===== config.mk =====
export PLATFORM = sky130hd
export DESIGN_NAME = crc8_serial
export DESIGN_NICKNAME = d
export VERILOG_FILES = /design/src/rtl/crc8_serial.sv
export SDC_FILE = /design/constraint.sdc
export NUM_CORES = 1
export LEC_CHECK = 0
export ABC_AREA = 1
export BUFFER_PORTS_ARGS = -buffer_cell sky130_fd_sc_hd__buf_4
export CAP_MARGIN = 20
export CORE_ASPECT_RATIO = 1.2
export CORE_MARGIN = 2
export CORE_UTILIZATION = 53
export DETAILED_ROUTE_END_ITERATION = 8
export PLACE_DENSITY = 0.76
export SYNTH_ARGS = -nofsm -noshare
export SYNTH_HDL_FRONTEND = slang
export SYNTH_SLANG_ARGS = --single-unit

===== constraint.sdc =====
create_clock -name clk -period 1.95 [get_ports clk]
set_input_delay 0.195 -clock clk [delete_from_list [all_inputs] [get_ports clk]]
set_output_delay 0.195 -clock clk [all_outputs]
set_load 0.01 [all_outputs]

===== src/rtl/crc8_serial.sv =====
// Bit-serial CRC-8 engine: one message bit per clock, MSB first, IDLE/SHIFT/DONE FSM.
// Define CRC8_SERIAL_XOROUT_EN to invert the final CRC (XOR 8'hFF) on its way to crc_out.
module crc8_serial #(
  parameter logic [7:0] POLY = 8'h07,
  parameter logic [7:0] INIT = 8'h00
) (
  input  logic       clk,
  input  logic       rst_n,
  input  logic       clear,
  input  logic       in_valid,
  input  logic [7:0] in_data,
  input  logic       in_last,
  output logic       in_ready,
  output logic       crc_valid,
  output logic [7:0] crc_out,
  output logic       busy
);

  typedef enum logic [1:0] {IDLE, SHIFT, DONE} state_t;

  state_t     state_q;
  logic [7:0] sh_q;
  logic [7:0] crc_q;
  logic [7:0] crc_out_q;
  logic       last_q;
  logic       crc_valid_q;
  logic [2:0] cnt_q;

  logic       fb;
  logic [7:0] crc_d;
  logic [7:0] crc_fin;

  assign fb    = crc_q[7] ^ sh_q[7];
  assign crc_d = {crc_q[6:0], 1'b0} ^ (fb ? POLY : 8'h00);

`ifdef CRC8_SERIAL_XOROUT_EN
  assign crc_fin = crc_d ^ 8'hFF;
`else
  assign crc_fin = crc_d;
`endif

  assign in_ready  = (state_q == IDLE) && !clear;
  assign busy      = (state_q != IDLE);
  assign crc_valid = crc_valid_q;
  assign crc_out   = crc_out_q;

  always_ff @(posedge clk or negedge rst_n) begin
    if (!rst_n) begin
      state_q     <= IDLE;
      sh_q        <= 8'h00;
      crc_q       <= INIT;
      crc_out_q   <= 8'h00;
      last_q      <= 1'b0;
      crc_valid_q <= 1'b0;
      cnt_q       <= 3'd0;
    end else begin
      crc_valid_q <= 1'b0;
      if (clear) begin
        // Abort wins over everything, including the hand-off into DONE.
        state_q <= IDLE;
        crc_q   <= INIT;
        cnt_q   <= 3'd0;
      end else begin
        case (state_q)
          IDLE: begin
            if (in_valid) begin
              sh_q    <= in_data;
              last_q  <= in_last;
              cnt_q   <= 3'd0;
              state_q <= SHIFT;
            end
          end
          SHIFT: begin
            crc_q <= crc_d;
            sh_q  <= {sh_q[6:0], 1'b0};
            cnt_q <= cnt_q + 3'd1;
            if (cnt_q == 3'd7) begin
              if (last_q) begin
                // Result and pulse are registered together so they are seen in DONE.
                state_q     <= DONE;
                crc_out_q   <= crc_fin;
                crc_valid_q <= 1'b1;
              end else begin
                state_q <= IDLE;
              end
            end
          end
          DONE: begin
            crc_q   <= INIT;
            state_q <= IDLE;
          end
          default: state_q <= IDLE;
        endcase
      end
    end
  end

endmodule


==> impl_results.html <==
<table>
<tr><th>Metric</th><th>Value</th></tr>
<tr><th colspan="2">Worst setup path</th></tr>
<tr><td>Largest fanout of any net on the critical path</td><td>5</td></tr>
<tr><td>Crit path kind</td><td>reg2out</td></tr>
<tr><td>Setup crit start</td><td>state_q[1]</td></tr>
<tr><td>Max stage delay on crit path</td><td>0.48 ns</td></tr>
<tr><td>Data required time at the worst endpoint</td><td>1.75 ns</td></tr>
<tr><td>Arrival time at the worst endpoint</td><td>1.42 ns</td></tr>
<tr><td>Slowest cell on the critical path</td><td>dfrtp_1</td></tr>
<tr><td>Critical Path Start Type</td><td>flop</td></tr>
<tr><td>Type of destination of the critical path</td><td>primary output</td></tr>
<tr><td>Crit Reg-Reg Startpoint</td><td>cnt_q[0]</td></tr>
<tr><td>Cells along the critical path</td><td>inv_2 &gt; nand2_1 &gt; nor2_1 &gt; buf_4</td></tr>
<tr><th colspan="2">Global route</th></tr>
<tr><td>First-pass GRT wire length</td><td>4650 µm</td></tr>
<tr><td>Total congestion overflow</td><td>0</td></tr>
<tr><td>Via count of the first global-routing pass</td><td>1087</td></tr>
<tr><td>Total global routing track utilization</td><td>20.9%</td></tr>
<tr><td>Number of antenna violations at the first check in global routing</td><td>0</td></tr>
<tr><td>Maximum number of pins on one net before global-route repair</td><td>32</td></tr>
<tr><th colspan="2">STA</th></tr>
<tr><td>Smallest setup slack after layout</td><td>0.335 ns</td></tr>
<tr><td>Final setup vio count</td><td>0</td></tr>
<tr><td>Final hold violation count</td><td>0</td></tr>
<tr><td>Relative slew slack</td><td>75.3%</td></tr>
<tr><td>Worst hold margin</td><td>0.0988 ns</td></tr>
<tr><td>Maximum achievable frequency</td><td>0.619 GHz</td></tr>
<tr><td>Unrepaired setup endpoints after global routing</td><td>no</td></tr>
<tr><td>Worst Max-Slew Pin Slew</td><td>0.371 ns</td></tr>
<tr><td>Summed negative setup slack over all endpoints</td><td>0 ns</td></tr>
<tr><td>Crit path time final</td><td>1.61 ns</td></tr>
<tr><td>Max Clock Skew</td><td>0.00531 ns</td></tr>
<tr><td>Number of pins with negative max-slew slack in the final report</td><td>0</td></tr>
<tr><td>Fraction of the cycle the final worst path needs</td><td>82.8%</td></tr>
<tr><th colspan="2">Floorplanning</th></tr>
<tr><td>Initial standard-cell utilization of the core</td><td>56.1%</td></tr>
<tr><td>Vertical die dimension</td><td>61.0 µm</td></tr>
<tr><td>Die area</td><td>3140 µm²</td></tr>
<tr><td>Core footprint</td><td>2550 µm²</td></tr>
<tr><td>Count of standard-cell rows</td><td>20</td></tr>
<tr><td>I/O pin cnt</td><td>24</td></tr>
<tr><td>Width of the chip</td><td>51.5 µm</td></tr>
<tr><th colspan="2">Min path</th></tr>
<tr><td>Worst hold-check path type</td><td>in2reg</td></tr>
<tr><td>Worst min-delay path startpoint</td><td>in_last</td></tr>
<tr><th colspan="2">CTS</th></tr>
<tr><td>Clock-pin transition on the worst setup and hold timing paths</td><td>0.08 ns</td></tr>
<tr><td>TritonCTS Buffers</td><td>5</td></tr>
<tr><td>Clock latency of the later-clocked register in the worst-skew pair</td><td>0.33 ns</td></tr>
<tr><td>Number of post-CTS setup repair buffers</td><td>0</td></tr>
<tr><td>Post-CTS Hold Buffers</td><td>1</td></tr>
<tr><td>Depth of the CTS H-tree</td><td>2</td></tr>
<tr><td>Number of gates resized after cts</td><td>0</td></tr>
<tr><td>CTS tree</td><td>yes</td></tr>
<tr><td>Max Buffers Root-to-Sink</td><td>2</td></tr>
<tr><td>CTS root buf</td><td>clkbuf_4</td></tr>
<tr><td>Clock Sinks</td><td>31</td></tr>
<tr><th colspan="2">Yosys</th></tr>
<tr><td>Biggest area consumer among synthesized cells</td><td>dfrtp_1</td></tr>
<tr><td>Synthesized instance count</td><td>169</td></tr>
<tr><td>Most frequently used flop master after synthesis</td><td>dfrtp_1</td></tr>
<tr><td>Async set-or-reset flop fraction in the synthesized netlist</td><td>100%</td></tr>
<tr><td>Ranking of synthesized cells by area</td><td>dfrtp_1 54%, nand2_1 20%, nand3_1 6.6%</td></tr>
<tr><td>Syn Area/Cell</td><td>8.48 µm²</td></tr>
<tr><td>Synthesized area</td><td>1430 µm²</td></tr>
<tr><td>Count of flip-flops with a built-in enable after synthesis</td><td>0</td></tr>
<tr><td>Share of Yosys cell area claimed by the top area cell type</td><td>54.1%</td></tr>
<tr><td>Most common library cells after synthesis</td><td>77 x nand2_1, 31 x dfrtp_1, 19 x nand3_1</td></tr>
<tr><td>Count of unique library cells instantiated by Yosys</td><td>19</td></tr>
<tr><td>Synthesis Warnings</td><td>0</td></tr>
<tr><td>Most common cell in the synthesized netlist</td><td>nand2_1</td></tr>
<tr><td>Total nets after synthesis</td><td>184</td></tr>
<tr><td>Sequential area share after synthesis</td><td>54.1%</td></tr>
<tr><td>FF+latch count, synth</td><td>31</td></tr>
<tr><th colspan="2">Detailed routing</th></tr>
<tr><td>Detailed router's first-iteration violation count</td><td>28</td></tr>
<tr><td>Routed via count divided by cell count</td><td>5.14</td></tr>
<tr><td>Vias after detailed routing</td><td>1187</td></tr>
<tr><td>M1 WL</td><td>1140 µm</td></tr>
<tr><td>Met3 routed wirelength</td><td>149 µm</td></tr>
<tr><td>DRC Markers</td><td>0</td></tr>
<tr><td>DRT antenna net count</td><td>0</td></tr>
<tr><td>DR WL met2</td><td>1350 µm</td></tr>
<tr><td>Highest routed metal layer</td><td>met4</td></tr>
<tr><td>Total length of routed wires</td><td>2690 µm</td></tr>
<tr><td>Average wire per standard cell</td><td>11.7 µm</td></tr>
<tr><td>TritonRoute pass-1 iters</td><td>4</td></tr>
<tr><th colspan="2">Final layout</th></tr>
<tr><td>Antenna diode instance count</td><td>0</td></tr>
<tr><td>Number of nets in the final layout</td><td>213</td></tr>
<tr><td>Filler cell count in the final layout</td><td>224</td></tr>
<tr><td>Fraction of final layout cells with drive strength greater than 1</td><td>21.2%</td></tr>
<tr><td>Final core area utilization</td><td>66.2%</td></tr>
<tr><td>Relative area change from synthesis to final layout</td><td>18.0%</td></tr>
<tr><th colspan="2">Placed design</th></tr>
<tr><td>DP HPWL</td><td>1960 µm</td></tr>
<tr><td>Final weighted congestion in routability-driven placement</td><td>0.783</td></tr>
<tr><td>Pre-CTS WS</td><td>0.568 ns</td></tr>
<tr><td>Buffers on Ports</td><td>23</td></tr>
<tr><th colspan="2">Status</th></tr>
<tr><td>Outcome</td><td>finished, final reports clean</td></tr>
<tr><th colspan="2">Run</th></tr>
<tr><td>Max-cap violations</td><td>0</td></tr>
<tr><th colspan="2">Pwr</th></tr>
<tr><td>Static Leak</td><td>0.000912 µW</td></tr>
<tr><td>Largest vdd supply drop</td><td>0.515 mV</td></tr>
<tr><td>Power per unit of standard cell area</td><td>768 nW/µm²</td></tr>
</table>
worst paths after layout:
| path | to | slack [ns] | cells past startpoint |
|---|---|---|---|
| worst max-delay path | in_ready | 0.34 | 4 |
| worst min-delay path | last_q | 0.1 | 3 |
| worst max register to register | crc_out[4] | 0.57 | 7 |
| worst min register to register | crc_out[3] | 0.48 | 2 |
| max in group asynchronous | sh_q[5] | 1.36 | 2 |
| min in group asynchronous | crc_q[2] | 0.32 | 2 |
state kept, by name, summed over array words and instances (netlist names):
register and count:
crc_out 8, crc_q 8, sh_q 8, cnt_q 3, state_q 2, crc_valid 1, last_q 1
kinds of logic after synthesis:
family | count (synthesis) | synth area share (%)
simple gates | 110 | 34.8
compound gates | 11 | 3.93
flops | 31 | 54.1
fa+ha+maj | 2 | 1.75
mux | 1 | 0.699
buf+inv | 14 | 4.72
routing by layer:
metal,vias up,global-route usage (%)
li1,602,-
met1,547,22.4
met2,33,35.9
met3,5,5.42
met4,0,14.7
met5,-,0
cells in the final DEF, fill, tap and decap left out:
cell | netlist | final
nand2_1 | 77 | 77
dfrtp_1 | 31 | 31
buf_4 | 0 | 23
nand3_1 | 19 | 19
inv_1 | 8 | 8
o21ai_0 | 8 | 8
clkbuf_4 | 0 | 5
inv_2 | 4 | 4
nand4_1 | 4 | 4
nor2_1 | 2 | 2
nand3_2 | 2 | 2
nand2_2 | 2 | 2
o21ai_1 | 2 | 2
ha_1 | 2 | 2
nor2_4 | 1 | 1
nand2_4 | 1 | 1
nor2_2 | 1 | 1
nor2_8 | 1 | 1
mux2i_1 | 1 | 1
o22ai_1 | 1 | 1
clkinv_2 | 0 | 1
clkbuf_8 | 0 | 1
dlygate4sd3_1 | 0 | 1
through the flow:
step / std cells / instance area [µm²] / total power [µW]
global route: 231 / 1690 / 1370
detailed placement: 223 / 1620 / 941
floorplan: 169 / 1430 / 872
finish: 231 / 1690 / 1300
CTS: 231 / 1690 / 1320
global placement: 223 / 1620 / 932
final cells by class:
class                           instances  area, µm²  share of cell area, %
Clock inverter                          1       5.00                  0.296
Multi-Input combinational cell        124        589                   34.9
Clock buffer                            6       51.3                   3.03
Tap cell                               33       41.3                   2.44
Timing Repair Buffer                   24        183                   10.8
Inverter                               12       45.0                   2.66
Sequential cell                        31        776                   45.9
report_power, final:
group / switching (µW) / total, µW / internal [µW]
logic: 124 / 201 / 76.8
clock network: 204 / 371 / 167
registers: 34.2 / 726 / 692
worst max-delay path, delay by kind of cell (launching register included):
family	cells	cell delay (ns)
flops	1	0.48
simple gates	2	0.29
buf+inv	2	0.32
No activity file was read; power rests on OpenSTA's default activity.
